===== config.mk =====
export PLATFORM = sky130hd
export DESIGN_NAME = unsigned_multiplier_seq
export DESIGN_NICKNAME = d
export VERILOG_FILES = /design/src/rtl/unsigned_multiplier_pkg.sv /design/src/rtl/umul_shift_add_dp.sv /design/src/rtl/unsigned_multiplier_seq.sv
export SDC_FILE = /design/constraint.sdc
export NUM_CORES = 1
export LEC_CHECK = 0
export ABC_AREA = 1
export BUFFER_PORTS_ARGS = -buffer_cell sky130_fd_sc_hd__buf_2
export CORE_AREA = 3 3 74 76
export CTS_CLUSTER_DIAMETER = 40
export DETAILED_ROUTE_END_ITERATION = 6
export DIE_AREA = 0 0 77 79
export GPL_TIMING_DRIVEN = 1
export HOLD_SLACK_MARGIN = 0.15
export PLACE_DENSITY = 0.58
export SLEW_MARGIN = 20
export SYNTH_ARGS = -nofsm -noshare
export SYNTH_HDL_FRONTEND = slang
export SYNTH_SLANG_ARGS = --single-unit

===== constraint.sdc =====
create_clock -name clk -period 4.25 [get_ports clk]
set_input_delay 0.6375 -clock clk [delete_from_list [all_inputs] [get_ports clk]]
set_output_delay 0.6375 -clock clk [all_outputs]
set_load 0.005 [all_outputs]

===== src/rtl/unsigned_multiplier_pkg.sv =====
// Shared types and sizing helpers for the sequential shift-add multiplier.
package unsigned_multiplier_pkg;

    typedef enum logic {StIdle, StCalc} state_e;

    localparam int unsigned WIDTH_DEFAULT = 4;

    // Counter must be able to hold the value WIDTH.
    function automatic int unsigned cnt_width(input int unsigned w);
        return $clog2(w + 1);
    endfunction

    localparam int unsigned CNT_W = cnt_width(WIDTH_DEFAULT);

endpackage


===== src/rtl/umul_shift_add_dp.sv =====
// Shift-add datapath: multiplicand/multiplier shift registers and accumulator.
module umul_shift_add_dp #(
    parameter int unsigned WIDTH = 4
) (
    input  logic               clk,
    input  logic               rst_n,
    input  logic               load_i,
    input  logic               step_i,
    input  logic [WIDTH-1:0]   x_i,
    input  logic [WIDTH-1:0]   y_i,
    output logic [2*WIDTH-1:0] acc_next_o
);

    logic [2*WIDTH-1:0] a_q, a_d;
    logic [WIDTH-1:0]   b_q, b_d;
    logic [2*WIDTH-1:0] acc_q, acc_d;
    logic [2*WIDTH-1:0] acc_step;

    // Accumulator value including the current step's conditional add.
    assign acc_step   = b_q[0] ? (acc_q + a_q) : acc_q;
    assign acc_next_o = acc_step;

    always_comb begin
        a_d   = a_q;
        b_d   = b_q;
        acc_d = acc_q;
        if (load_i) begin
            a_d   = {{WIDTH{1'b0}}, x_i};
            b_d   = y_i;
            acc_d = '0;
        end else if (step_i) begin
            a_d   = a_q << 1;
            b_d   = b_q >> 1;
            acc_d = acc_step;
        end
    end

    always_ff @(posedge clk or negedge rst_n) begin
        if (!rst_n) begin
            a_q   <= '0;
            b_q   <= '0;
            acc_q <= '0;
        end else begin
            a_q   <= a_d;
            b_q   <= b_d;
            acc_q <= acc_d;
        end
    end

endmodule


===== src/rtl/unsigned_multiplier_seq.sv =====
// Sequential unsigned multiplier: control FSM, step counter and product register.
// Optional UNSIGNED_MULTIPLIER_DONE_EN adds a one-cycle done pulse after each product write.
module unsigned_multiplier_seq
    import unsigned_multiplier_pkg::*;
#(
    parameter int unsigned WIDTH = 4
) (
    input  logic               clk,
    input  logic               rst_n,
    input  logic               en,
    input  logic [WIDTH-1:0]   x,
    input  logic [WIDTH-1:0]   y,
    output logic [2*WIDTH-1:0] p
`ifdef UNSIGNED_MULTIPLIER_DONE_EN
    ,
    output logic               done
`endif
);

    localparam int unsigned CntW = cnt_width(WIDTH);

    state_e             state_q, state_d;
    logic [CntW-1:0]    cnt_q, cnt_d;
    logic [2*WIDTH-1:0] p_q, p_d;
    logic               done_q, done_d;
    logic               load, step;
    logic [2*WIDTH-1:0] acc_next;

    umul_shift_add_dp #(
        .WIDTH (WIDTH)
    ) u_dp (
        .clk        (clk),
        .rst_n      (rst_n),
        .load_i     (load),
        .step_i     (step),
        .x_i        (x),
        .y_i        (y),
        .acc_next_o (acc_next)
    );

    always_comb begin
        state_d = state_q;
        cnt_d   = cnt_q;
        p_d     = p_q;
        done_d  = 1'b0;
        load    = 1'b0;
        step    = 1'b0;
        unique case (state_q)
            StIdle: begin
                if (en) begin
                    load    = 1'b1;
                    cnt_d   = '0;
                    state_d = StCalc;
                end
            end
            StCalc: begin
                if (!en) begin
                    // Abort: drop the partial result, p is left untouched.
                    state_d = StIdle;
                end else begin
                    step  = 1'b1;
                    cnt_d = cnt_q + CntW'(1);
                    if (cnt_q == CntW'(WIDTH - 1)) begin
                        p_d     = acc_next;
                        done_d  = 1'b1;
                        state_d = StIdle;
                    end
                end
            end
            default: state_d = StIdle;
        endcase
    end

    always_ff @(posedge clk or negedge rst_n) begin
        if (!rst_n) begin
            state_q <= StIdle;
            cnt_q   <= '0;
            p_q     <= '0;
            done_q  <= 1'b0;
        end else begin
            state_q <= state_d;
            cnt_q   <= cnt_d;
            p_q     <= p_d;
            done_q  <= done_d;
        end
    end

    assign p = p_q;

`ifdef UNSIGNED_MULTIPLIER_DONE_EN
    assign done = done_q;
`else
    logic unused_done;
    assign unused_done = done_q;
`endif

endmodule


==> results_dict.tcl <==
set metrics [dict create \
    htree_levels 2 \
    synth_edf_count 0 \
    io_buffers 18 \
    hpwl_mm 2.60 \
    yosysMostFrequentCell "nand2_1" \
    gp_congestion 0.766 \
    clk_pin_slew_worst_paths_ns 0.07 \
    grt_pass1_wl_mm 6.11 \
    wl_per_cell_um 12.3 \
    worstPathRequired_ns 4.42 \
    via_per_inst 4.63 \
    syn_inst 199 \
    netlist_area_um2 1670 \
    p_comb_frac 0.233 \
    antenna_cells 0 \
    crit_chain "ha_1, inv_1, fa_1, inv_1, nand2_1, nand2_1, nand3b_1, nand3_1, nand3_1, nand3_1, nand2_1" \
    layout-drive-gt1-share 0.158 \
    drcViolationCount 0 \
    synthFlopType "dfrtp_1" \
    crit_arrival_ns 1.91 \
    hold_violations 0 \
    nNetsFinal 241 \
    switching_power_mw 0.256 \
    grt_setup_unrepaired "no" \
    postRouteAntennaNets 0 \
    crit_type "reg2reg" \
    nFillCells 498 \
    cts-root-buf "clkbuf_8" \
    tightest_slew_ns 0.728 \
    maxSlewHeadroom 0.515 \
    cts_tree "yes" \
    p_seq_frac 0.473 \
    antenna_found_initial 0 \
    num_io_pins 19 \
    synth_top_area_frac 0.480 \
    outcome "finished clean" \
    end_kind "flip-flop" \
    area.growth.synth_to_final_pct 14.8 \
    hold_class "in2async" \
    drt-total-wl_mm 3.53 \
    insertion_delay_ns 0.28 \
    placed_area_um2 1820 \
    cts_resized 0 \
    fp.coreArea_um2 4790 \
    grt_use_total 0.128 \
    firstDrtPassIters 4 \
    holdBufCountCts 0 \
    crit_family "adder cells" \
    critPathSlowestCell "fa_1" \
    dpl.cell_count 280 \
    ys_types 26 \
    row_count 25 \
    p_sw_frac 0.309 \
    power.internal_mw 0.572 \
    synth-async-reset-ratio 1.00 \
    pwr-share-clk 0.294 \
    fmax_mhz 575 \
    ys_top_cells_by_count "59 x nand2_1, 32 x dfrtp_1, 22 x inv_1, 19 x nand3_1, 11 x o21ai_1" \
    clockBufferDepth 2 \
    setup_ws_ns 2.51 \
    power_density_nw_per_um2 432 \
    drt-initial-drc-count 61 \
    final_util 0.401 \
    die_area_um2 6080 \
    yosysSeqAreaShare 0.480 \
    gr-total-overflow 0 \
    critPathMaxStageDelay_ns 0.40 \
    drv_slew 0 \
    synth.area.top_cells "dfrtp_1 48%, nand2_1 13%, ha_1 6.7%, nand3_1 5.7%, inv_1 4.9%" \
    post_cts_buffers 0 \
    start_kind "flip-flop" \
    layout_worst_path_cycle_share 0.409 \
    setup_violations 0 \
    layout.cells.non_filler 288 \
    cts_sinks 32 \
    final_cell_area_um2 1920 \
    preCtsSetupSlack_ns 2.45 \
    tns_ns 0 \
    grt_max_degree 33 \
    path_max_fanout 2 \
    ys_warn_count 0 \
    chipWidth_um 77 \
    synth_area_leader_cell "dfrtp_1" \
    synth.ff_latch_count 32 \
    die_y_um 79 \
    leakage_nw 0.978 \
    critPathBufInv 2 \
    via_count 1333 \
    vdd_ir_drop_max_v 0.000234 \
    syn_avg_cell_area_um2 8.39 \
    grt_pass1_vias 1295 \
    finalCriticalPeriod_ns 1.74 \
    drv_cap 0 \
    cts_buffers 5 \
    start_util 0.349 \
    finalClockSkew_ns 0.00745 \
    syn-num-nets 220 \
]
==> metal layers <==
layer / track usage / up-vias / share of wire
met2: 0.206 / 26 / 0.44
met5: 0 / - / 0
li1: - / 689 / -
met3: 0.0317 / 2 / 0.038
met4: 0.0427 / 0 / 0.0065
met1: 0.168 / 616 / 0.51
==> registers in the layout (all words and copies together), names as in the netlist <==
signal and flops:
p 8, cnt_q 3, u_dp.b_q 4, state_q 1, u_dp.acc_q 8, u_dp.a_q 8
==> logic make-up (layout without fill, tap and decap cells) <==
group / count (synthesis) / count (layout) / share of synthesized area
and+or+nand+nor: 96 / 96 / 0.260
AOI/OAI and AO/OA: 30 / 30 / 0.102
adders and majority gates: 10 / 10 / 0.0795
xor gates and xnor gates: 2 / 2 / 0.0105
DFF: 32 / 32 / 0.480
buffers and inverters: 29 / 51 / 0.0682
==> stage by stage <==
step,power [mW],hold slack [ns]
final,0.828,0.410
after global routing,0.885,0.453
after CTS,0.838,0.440
after detailed placement,0.592,0.465
after global placement,0.590,0.466
after floorplan,0.524,0.342
==> cell type report <==
| cell class | count | area, um^2 | share of cell area |
|---|---|---|---|
| Tap cell | 67 | 83.8 | 0.0437 |
| Multi-Input combinational cell | 138 | 754 | 0.394 |
| Timing Repair Buffer | 18 | 90.1 | 0.0470 |
| Inverter | 25 | 93.8 | 0.0490 |
| Clock buffer | 7 | 86.3 | 0.0450 |
| Sequential cell | 32 | 801 | 0.418 |
| Clock inverter | 1 | 7.51 | 0.00392 |
==> worst reg2reg max path: stages, from the launching register on <==
cell	delay (ns)
dfrtp_1	0.35
ha_1	0.18
inv_1	0.06
fa_1	0.40
inv_1	0.07
nand2_1	0.05
nand2_1	0.08
nand3b_1	0.11
nand3_1	0.09
nand3_1	0.10
nand3_1	0.10
nand2_1	0.05
==> path summary, 6_finish.rpt <==
path                                                  end                      start  slack (ns)  cells past startpoint
worst max-delay path                     p[6]$_DFFE_PN0P_  u_dp.acc_q[0]$_DFFE_PN0P_        2.51                     11
worst min-delay path                     p[3]$_DFFE_PN0P_                      rst_n        0.41                      1
worst max register to register           p[6]$_DFFE_PN0P_  u_dp.acc_q[0]$_DFFE_PN0P_        2.51                     11
worst min register to register           p[6]$_DFFE_PN0P_           p[6]$_DFFE_PN0P_        0.48                      2
max in group asynchronous       u_dp.acc_q[6]$_DFFE_PN0P_                      rst_n        3.37                      1
min in group clk                         p[6]$_DFFE_PN0P_           p[6]$_DFFE_PN0P_        0.48                      2
==> power by group through the flow <==
stage / registers, mW / logic (mW) / clock network (mW)
2_1_floorplan: 0.389 / 0.134 / 0
3_3_place_gp: 0.398 / 0.192 / 0
3_5_place_dp: 0.396 / 0.196 / 0
4_1_cts: 0.392 / 0.196 / 0.250
5_1_grt: 0.399 / 0.223 / 0.263
6_report: 0.392 / 0.193 / 0.243
==> cells in the final DEF, fill, tap and decap left out, types with 3 or more instances in the layout <==
| master | instances |
|---|---|
| nand3b_1 | 3 |
| or2_2 | 3 |
| ha_1 | 9 |
| inv_2 | 3 |
| o22ai_1 | 3 |
| buf_2 | 18 |
| nand3_1 | 19 |
| nor2_1 | 4 |
| nand2_1 | 59 |
| inv_1 | 22 |
| o21ai_0 | 4 |
| a21oi_1 | 7 |
| dfrtp_1 | 32 |
| clkbuf_8 | 6 |
| or2_1 | 4 |
| o21ai_1 | 11 |
No activity file was read; power rests on OpenSTA's default activity.
